`config.mk`:
```
export PLATFORM = sky130hd
export DESIGN_NAME = alarm_tone_driver
export DESIGN_NICKNAME = d
export VERILOG_FILES = /design/src/rtl/alarm_tone_driver.sv
export SDC_FILE = /design/constraint.sdc
export NUM_CORES = 1
export LEC_CHECK = 0
export BUFFER_PORTS_ARGS = -buffer_cell sky130_fd_sc_hd__clkbuf_2
export CORE_AREA = 4 4 66 68
export CTS_BUF_LIST = sky130_fd_sc_hd__clkbuf_8
export CTS_CLUSTER_DIAMETER = 30
export CTS_CLUSTER_SIZE = 8
export DETAILED_ROUTE_END_ITERATION = 8
export DIE_AREA = 0 0 70 72
export GPL_ROUTABILITY_DRIVEN = 0
export PLACE_DENSITY = 0.63
export SYNTH_ARGS = -nofsm -noshare
export SYNTH_HDL_FRONTEND = slang
export SYNTH_SLANG_ARGS = --single-unit
export TNS_END_PERCENT = 1
```
`constraint.sdc`:
```
create_clock -name clk -period 1.8 [get_ports clk]
set_input_delay 0.45 -clock clk [delete_from_list [all_inputs] [get_ports clk]]
set_output_delay 0.45 -clock clk [all_outputs]
set_load 0.005 [all_outputs]
```
`src/rtl/alarm_tone_driver.sv`:
```
// Piezo tone driver for the one-hot buzzer alarm lines: per-channel square wave,
// minimum burst length, forced silent gap, and a saturating burst counter.
module alarm_tone_driver #(
  parameter int DIV1      = 4,
  parameter int DIV2      = 6,
  parameter int DIV3      = 8,
  parameter int MIN_BURST = 16,
  parameter int GAP_LEN   = 4,
  parameter int CNT_W     = 8
) (
  input  logic             clk,
  input  logic             rst,
  input  logic             ena,
  input  logic [2:0]       alarm_in,
  input  logic             clr_count,
  output logic             piezo,
  output logic             tone_active,
  output logic [1:0]       alarm_id,
  output logic [CNT_W-1:0] event_count
);

  localparam int MAXDIV = (DIV1 > DIV2) ? ((DIV1 > DIV3) ? DIV1 : DIV3)
                                        : ((DIV2 > DIV3) ? DIV2 : DIV3);
  localparam int HW = (MAXDIV > 1) ? $clog2(MAXDIV) : 1;
  localparam int BW = $clog2(MIN_BURST + 1);
  localparam int GW = (GAP_LEN > 1) ? $clog2(GAP_LEN) : 1;

  localparam logic [HW-1:0]    RLD1      = HW'(DIV1 - 1);
  localparam logic [HW-1:0]    RLD2      = HW'(DIV2 - 1);
  localparam logic [HW-1:0]    RLD3      = HW'(DIV3 - 1);
  localparam logic [BW-1:0]    BURST_MAX = BW'(MIN_BURST);
  localparam logic [GW-1:0]    GAP_RLD   = GW'(GAP_LEN - 1);
  localparam logic [CNT_W-1:0] CNT_MAX   = '1;

  typedef enum logic [1:0] {IDLE, TONE, GAP} state_t;

  state_t           state_q, state_d;
  logic             piezo_q, piezo_d;
  logic             tone_q, tone_d;
  logic [1:0]       id_q, id_d;
  logic [HW-1:0]    half_q, half_d;
  logic [BW-1:0]    burst_q, burst_d;
  logic [GW-1:0]    gap_q, gap_d;
  logic [CNT_W-1:0] cnt_q, cnt_d;

  logic [1:0] sel_id;
  logic       ch_live;

  function automatic logic [HW-1:0] reload(input logic [1:0] id);
    case (id)
      2'd1:    reload = RLD1;
      2'd2:    reload = RLD2;
      default: reload = RLD3;
    endcase
  endfunction

  always_comb begin
    // Lowest set bit wins when the detector reports more than one channel.
    if (alarm_in[0])      sel_id = 2'd1;
    else if (alarm_in[1]) sel_id = 2'd2;
    else if (alarm_in[2]) sel_id = 2'd3;
    else                  sel_id = 2'd0;

    case (id_q)
      2'd1:    ch_live = alarm_in[0];
      2'd2:    ch_live = alarm_in[1];
      2'd3:    ch_live = alarm_in[2];
      default: ch_live = 1'b0;
    endcase
  end

  always_comb begin
    state_d = state_q;
    piezo_d = piezo_q;
    tone_d  = tone_q;
    id_d    = id_q;
    half_d  = half_q;
    burst_d = burst_q;
    gap_d   = gap_q;
    cnt_d   = cnt_q;

    case (state_q)
      IDLE: begin
        piezo_d = 1'b0;
        tone_d  = 1'b0;
        id_d    = 2'd0;
        if (alarm_in != 3'b000) begin
          state_d = TONE;
          piezo_d = 1'b1;
          tone_d  = 1'b1;
          id_d    = sel_id;
          half_d  = reload(sel_id);
          burst_d = BW'(1);
          if (cnt_q != CNT_MAX) cnt_d = cnt_q + CNT_W'(1);
        end
      end
      TONE: begin
        if (!ch_live && (burst_q >= BURST_MAX)) begin
          state_d = GAP;
          piezo_d = 1'b0;
          tone_d  = 1'b0;
          id_d    = 2'd0;
          gap_d   = GAP_RLD;
        end else begin
          if (half_q == '0) begin
            piezo_d = ~piezo_q;
            half_d  = reload(id_q);
          end else begin
            half_d  = half_q - HW'(1);
          end
          if (burst_q != BURST_MAX) burst_d = burst_q + BW'(1);
        end
      end
      GAP: begin
        piezo_d = 1'b0;
        if (gap_q == '0) state_d = IDLE;
        else             gap_d   = gap_q - GW'(1);
      end
      default: state_d = IDLE;
    endcase

    // Clearing beats a simultaneous burst-start increment.
    if (clr_count) cnt_d = '0;
  end

  always_ff @(posedge clk or posedge rst) begin
    if (rst) begin
      state_q <= IDLE;
      piezo_q <= 1'b0;
      tone_q  <= 1'b0;
      id_q    <= 2'd0;
      half_q  <= '0;
      burst_q <= '0;
      gap_q   <= '0;
      cnt_q   <= '0;
    end else if (ena) begin
      state_q <= state_d;
      piezo_q <= piezo_d;
      tone_q  <= tone_d;
      id_q    <= id_d;
      half_q  <= half_d;
      burst_q <= burst_d;
      gap_q   <= gap_d;
      cnt_q   <= cnt_d;
    end
  end

  assign piezo       = piezo_q;
  assign tone_active = tone_q;
  assign alarm_id    = id_q;
  assign event_count = cnt_q;

endmodule

```
Word-level counts from Yosys, hierarchy flattened
Index checks and enable logic that the tools add are counted.
Widths: inputs -> output; s select.
{ "word_totals": {"reg_bits": 24, "inputBits": 7} }
{ "classes": {"n_addsub": 4, "n_lt_le_gt_ge": 1, "eq_ne": 16, "mux": 34, "n_bitwise": 1, "n_reduce_logical": 19} }
{ "op_table": {"columns": ["operator", "count"], "rows": [
  ["$mux 8", 4],
  ["$mux 2", 10],
  ["$pmux 3 s2", 3],
  ["$reduce_and 4->1", 4],
  ["$mux 5", 3],
  ["$ne 2x2->1 const B", 6],
  ["$pmux 5 s2", 1],
  ["$reduce_bool 2->1", 5],
  ["$mux 3", 3],
  ["$add 8x1->8 const B", 1],
  ["$eq 2x2->1 const B", 4],
  ["$ne 8x8->1 const B", 1],
  ["$pmux 2 s2", 2],
  ["$eq 2x1->1 const B", 3],
  ["$pmux 1 s3", 2],
  ["$pmux 2 s3", 1],
  ["$reduce_and 3->1", 2],
  ["$reduce_bool 3->1", 2],
  ["$add 5x1->5 const B", 1],
  ["$ge 5x5->1 const B", 1],
  ["$ne 5x5->1 const B", 1],
  ["$reduce_and 5->1", 1],
  ["$logic_not 2->1", 2],
  ["$mux 1", 4],
  ["8 further kinds", 8]
]} }

Depth between registers and ports, before layout
{ "depth": {"word_depth": 7, "ltp_mapped": 8, "mapped_depth_nobuf": 7} }

Worst setup path before layout
Ideal clock, no wire load.
{ "synth_path": {"path_kind": "flip-flop to flip-flop", "startpoint": "reg cnt_q[0] (netlist: event_count[0])", "endpoint": "reg cnt_q[4] (netlist: event_count[4])", "t_arrival_ns": 1.710, "slack_ns": -0.036, "path_stages_with_launch": 7, "synth_period_minus_slack_ns": 1.836, "path_cell_list": "dfrtp_1 -> ha_1 -> and4_1 -> a311oi_2 -> o21ai_2 -> buf_2 -> a221o_1"} }
{ "synth_between": {"elab_chain_len": 5, "elab_cells_between_ends": 8, "cone_classes": "1 x add/sub; 1 x eq/ne; 4 x mux; 2 x reduce/logical"} }
{ "synth_lines": {"columns": ["item", "line", "source"], "rows": [
  ["from (decl)", "44", "logic [CNT_W-1:0] cnt_q, cnt_d;"],
  ["from (signal assigned)", "144", "cnt_q <= cnt_d;"],
  ["$add 8x1->8", "94", "if (cnt_q != CNT_MAX) cnt_d = cnt_q + CNT_W'(1);"],
  ["$mux 8", "94", null],
  ["$mux 8", "87", "if (alarm_in != 3'b000) begin"],
  ["$mux 8", "82", "case (state_q)"],
  ["$mux 8", "123", "if (clr_count) cnt_d = '0;"]
]} }
Several ways; a longest one is shown, not always the timed one. The select of a mux whose other input is x is not followed.
A chain may end at the register's enable or synchronous reset.

Worst setup path in the final report
{ "layout_path": {"startpoint": "reg cnt_q[0] (netlist: event_count[0])", "endpoint": "reg cnt_q[3] (netlist: event_count[3])"} }
Same word-level chain as after synthesis.

==> metrics.md <==
| Metric | Value |
|---|---|
| Die H | `72 um` |
| Post-Place Cell Area | `roughly 1800 um^2` |
| Post-synth ARST share | `100%` |
| Max Clk Rate | `approximately 0.56 GHz` |
| Synth area leaders | `dfrtp_1, ha_1, nand2_1, inv_1, nand3_1` |
| Setup Buffers After CTS | `0` |
| Ys flop type | `dfrtp_1` |
| CTS Hold Bufs | `0` |
| CTS buffer count | `3` |
| Reg clk slew, reported paths | `0.08 ns` |
| Mapped Nets | `approximately 180` |
| Mapped cell area | `between 1000 and 1500 um^2` |
| I/O Pins | `19` |
| Initial core utilization | `38.5%` |
| Antenna violations before repair | `0` |
| Register area share after synthesis | `between 40 and 50%` |
| Cells after synthesis | `approximately 170` |
| Slew @ Worst Pin | `~0.33 ns` |
| Met3 wire len | `roughly 110 um` |
| Final min period | `~1.8 ns` |
| Avg Inst Size Synth | `about 9.0 um^2` |
| Final WL | `between 3 and 4 mm` |
| Core region area | `3860 um^2` |
| Outcome | `finished, final reports clean` |
| Overall Global Routing Usage | `roughly 15%` |
| Pin count of the biggest net entering global routing | `25` |
| Net Sw Frac | `between 30% and 40%` |
| Placement row count | `23` |
| Int Pwr | `1700 uW` |
| Setup Skew | `about 0.0018 ns` |
| Seq pwr share | `between 30% and 40%` |
| M1 WL | `about 1.4 mm` |
| Nets | `approximately 220` |
| Htree depth | `1` |
| Die span in x | `about 70 um` |
| Most frequent cells in the layout | `dfrtp_1, buf_4, clkbuf_2` |
| CTS tree | `yes` |
| Type of the tightest min-delay check | `in -> async` |
| Root Driver | `clkbuf_8` |
| Ant. Diodes | `0` |
| Synth Warn # | `0` |
| DR pass1 iterations | `4` |
| Comb pwr share | `between 50 and 60%` |
| Routed via count | `about 1400` |
| Global-route wire length before repair | `approximately 6 mm` |
| Post-route cell area | `1880 um^2` |
| Initial DRC Count | `49` |
| Post-synth top area share | `between 40% and 50%` |
| Yosys top cell by area | `dfrtp_1` |
| Utilization after layout | `between 40% and 50%` |
| Final setup violation count | `0` |
| Setup crit end kind | `register` |
| Routed len/inst | `around 14 um` |
| Slew HR | `77.6%` |
| Yosys reg bits | `24` |
| IO Port Bufs | `18` |
| FILL cells | `around 380` |
| Setup crit start kind | `register` |
| Period utilization | `between 90 and 100%` |
| Vias in the first global route | `roughly 1400` |
| Routed length on met2 | `roughly 2 mm` |
| Antenna viol nets, final | `0` |
| WP data required | `2.01 ns` |
| RSZ-0062 raised after global routing | `true` |
| Clock power frac | `around an eighth` |
| CTS Sinks | `24` |
| Vias per cell | `approximately 5.3` |
| Setup Crit Path Kind | `reg -> reg` |
| VDD IR-drop max | `between 0.0008 and 0.0009 V` |
| Max_cap viols | `0` |
| Area added between synthesis and finish | `26.4%` |
| P_sw | `~1100 uW` |
| Largest fanout on the critical path | `8` |
| Hold Violations, Final | `0` |
| Drt drc | `0` |
| Most common cell after layout, fill and taps aside | `dfrtp_1` |
| Post-synth cell types | `45` |
| Post-DP HPWL | `about 2.7 mm` |
| Share of cells above drive strength 1 | `roughly 27%` |
| CTS Buffer Depth | `2` |
| EDFF count, synth | `0` |
| Top Layer Used | `met4` |
| Critical path arrival | `1.99 ns` |
| Static leakage | `~0.00089 uW` |
| Final Slew Violations | `0` |
| Power Dens Cells | `roughly 1500 nW/um^2` |
| Die ar. | `5040 um^2` |
| Skew-Pair Late Insertion Delay | `between 0.2 and 0.3 ns` |
| Grt total ovfl | `0` |
## registers in the layout (all words and copies together), names as in the netlist
signal	cells
tone_active	1
state_q	2
event_count	8
piezo	1
half_q	3
gap_q	2
burst_q	5
alarm_id	2
## per-layer routing
metal  global-route usage (%)  up-vias
li1                         -      673
met1                     16.0      654
met2                     29.1       22
met5                        0        -
met4                     4.47        0
met3                     3.32        4
## cell usage after synthesis (2+ instances only)
library cell,instances
dfrtp_1,24
nand2_1,16
inv_1,14
ha_1,10
nand3_1,10
o21ai_1,10
nor2_1,9
nor2b_1,6
a21oi_1,5
nand2b_1,5
o31ai_1,5
mux2i_1,4
o21ai_0,4
clkbuf_1,3
nor3_1,3
nor3b_1,3
a211o_1,2
a211oi_1,2
a21o_1,2
and2_1,2
nand3b_1,2
nor4_1,2
## logic make-up after synthesis
kind of cell	after synthesis	share of synthesized area, %
compound gates	42	19.1
simple gates	65	23.4
fa+ha+maj	10	8.42
flops	24	40.4
mux	5	3.45
buf+inv	20	5.22
## per-stage QoR
stage                     total power [uW]  setup TNS (ns)  setup WS (ns)  hold WS (ns)  cells
after global routing                  3060          -0.422        -0.0851         0.232    256
after detailed placement              2360         -0.0418        -0.0313         0.477    252
after floorplan                       1750               0        0.00386         0.450    166
after global placement                2290               0         0.0186         0.458    252
after CTS                             2760        -0.00685       -0.00685         0.205    256
final                                 2790               0         0.0180         0.199    256
## layout make-up
type                       instances  area (um^2)  share of cell area [%]
multi-input combinational        122          842                    44.8
sequential                        24          601                    32.0
timing repair buffer              41          263                    14.0
tap                               50         62.6                    3.33
inverter                          15         56.3                    3.00
clock buffer                       4         55.1                    2.93
## path summary, 6_finish.rpt
kind | from | to | slack [ns] | depth (start not counted)
max | event_count[0]$_DFFE_PP0P_ | event_count[3]$_DFFE_PP0P_ | 0.02 | 6
min | rst | event_count[3]$_DFFE_PP0P_ | 0.20 | 3
max reg2reg | event_count[0]$_DFFE_PP0P_ | event_count[3]$_DFFE_PP0P_ | 0.02 | 6
min reg2reg | gap_q[0]$_DFFE_PP0P_ | gap_q[0]$_DFFE_PP0P_ | 0.49 | 1
max in group asynchronous | rst | gap_q[0]$_DFFE_PP0P_ | 1.36 | 3
min in group clk | gap_q[0]$_DFFE_PP0P_ | gap_q[0]$_DFFE_PP0P_ | 0.49 | 1
## timing repair
action / CTS / global route
endpoints found under the setup margin: 3 / 13
resized for setup: 1 / 5
pin swaps: 2 / 2
## worst max-delay path, stage by stage, from the launching register on
cell      delay [ns]
dfrtp_1         0.39
ha_2            0.19
and4_1          0.19
a311oi_2        0.21
o21ai_2         0.14
or4_1           0.50
nand3_1         0.10
## power by group through the flow
stage                     combinational [uW]  clock (uW)  sequential, uW
after CTS                               1460         388             910
after global placement                  1380           0             909
final                                   1500         369             912
after global routing                    1700         409             946
after detailed placement                1450           0             917
after floorplan                          805           0             947
Power figures use the tool's default switching activity.
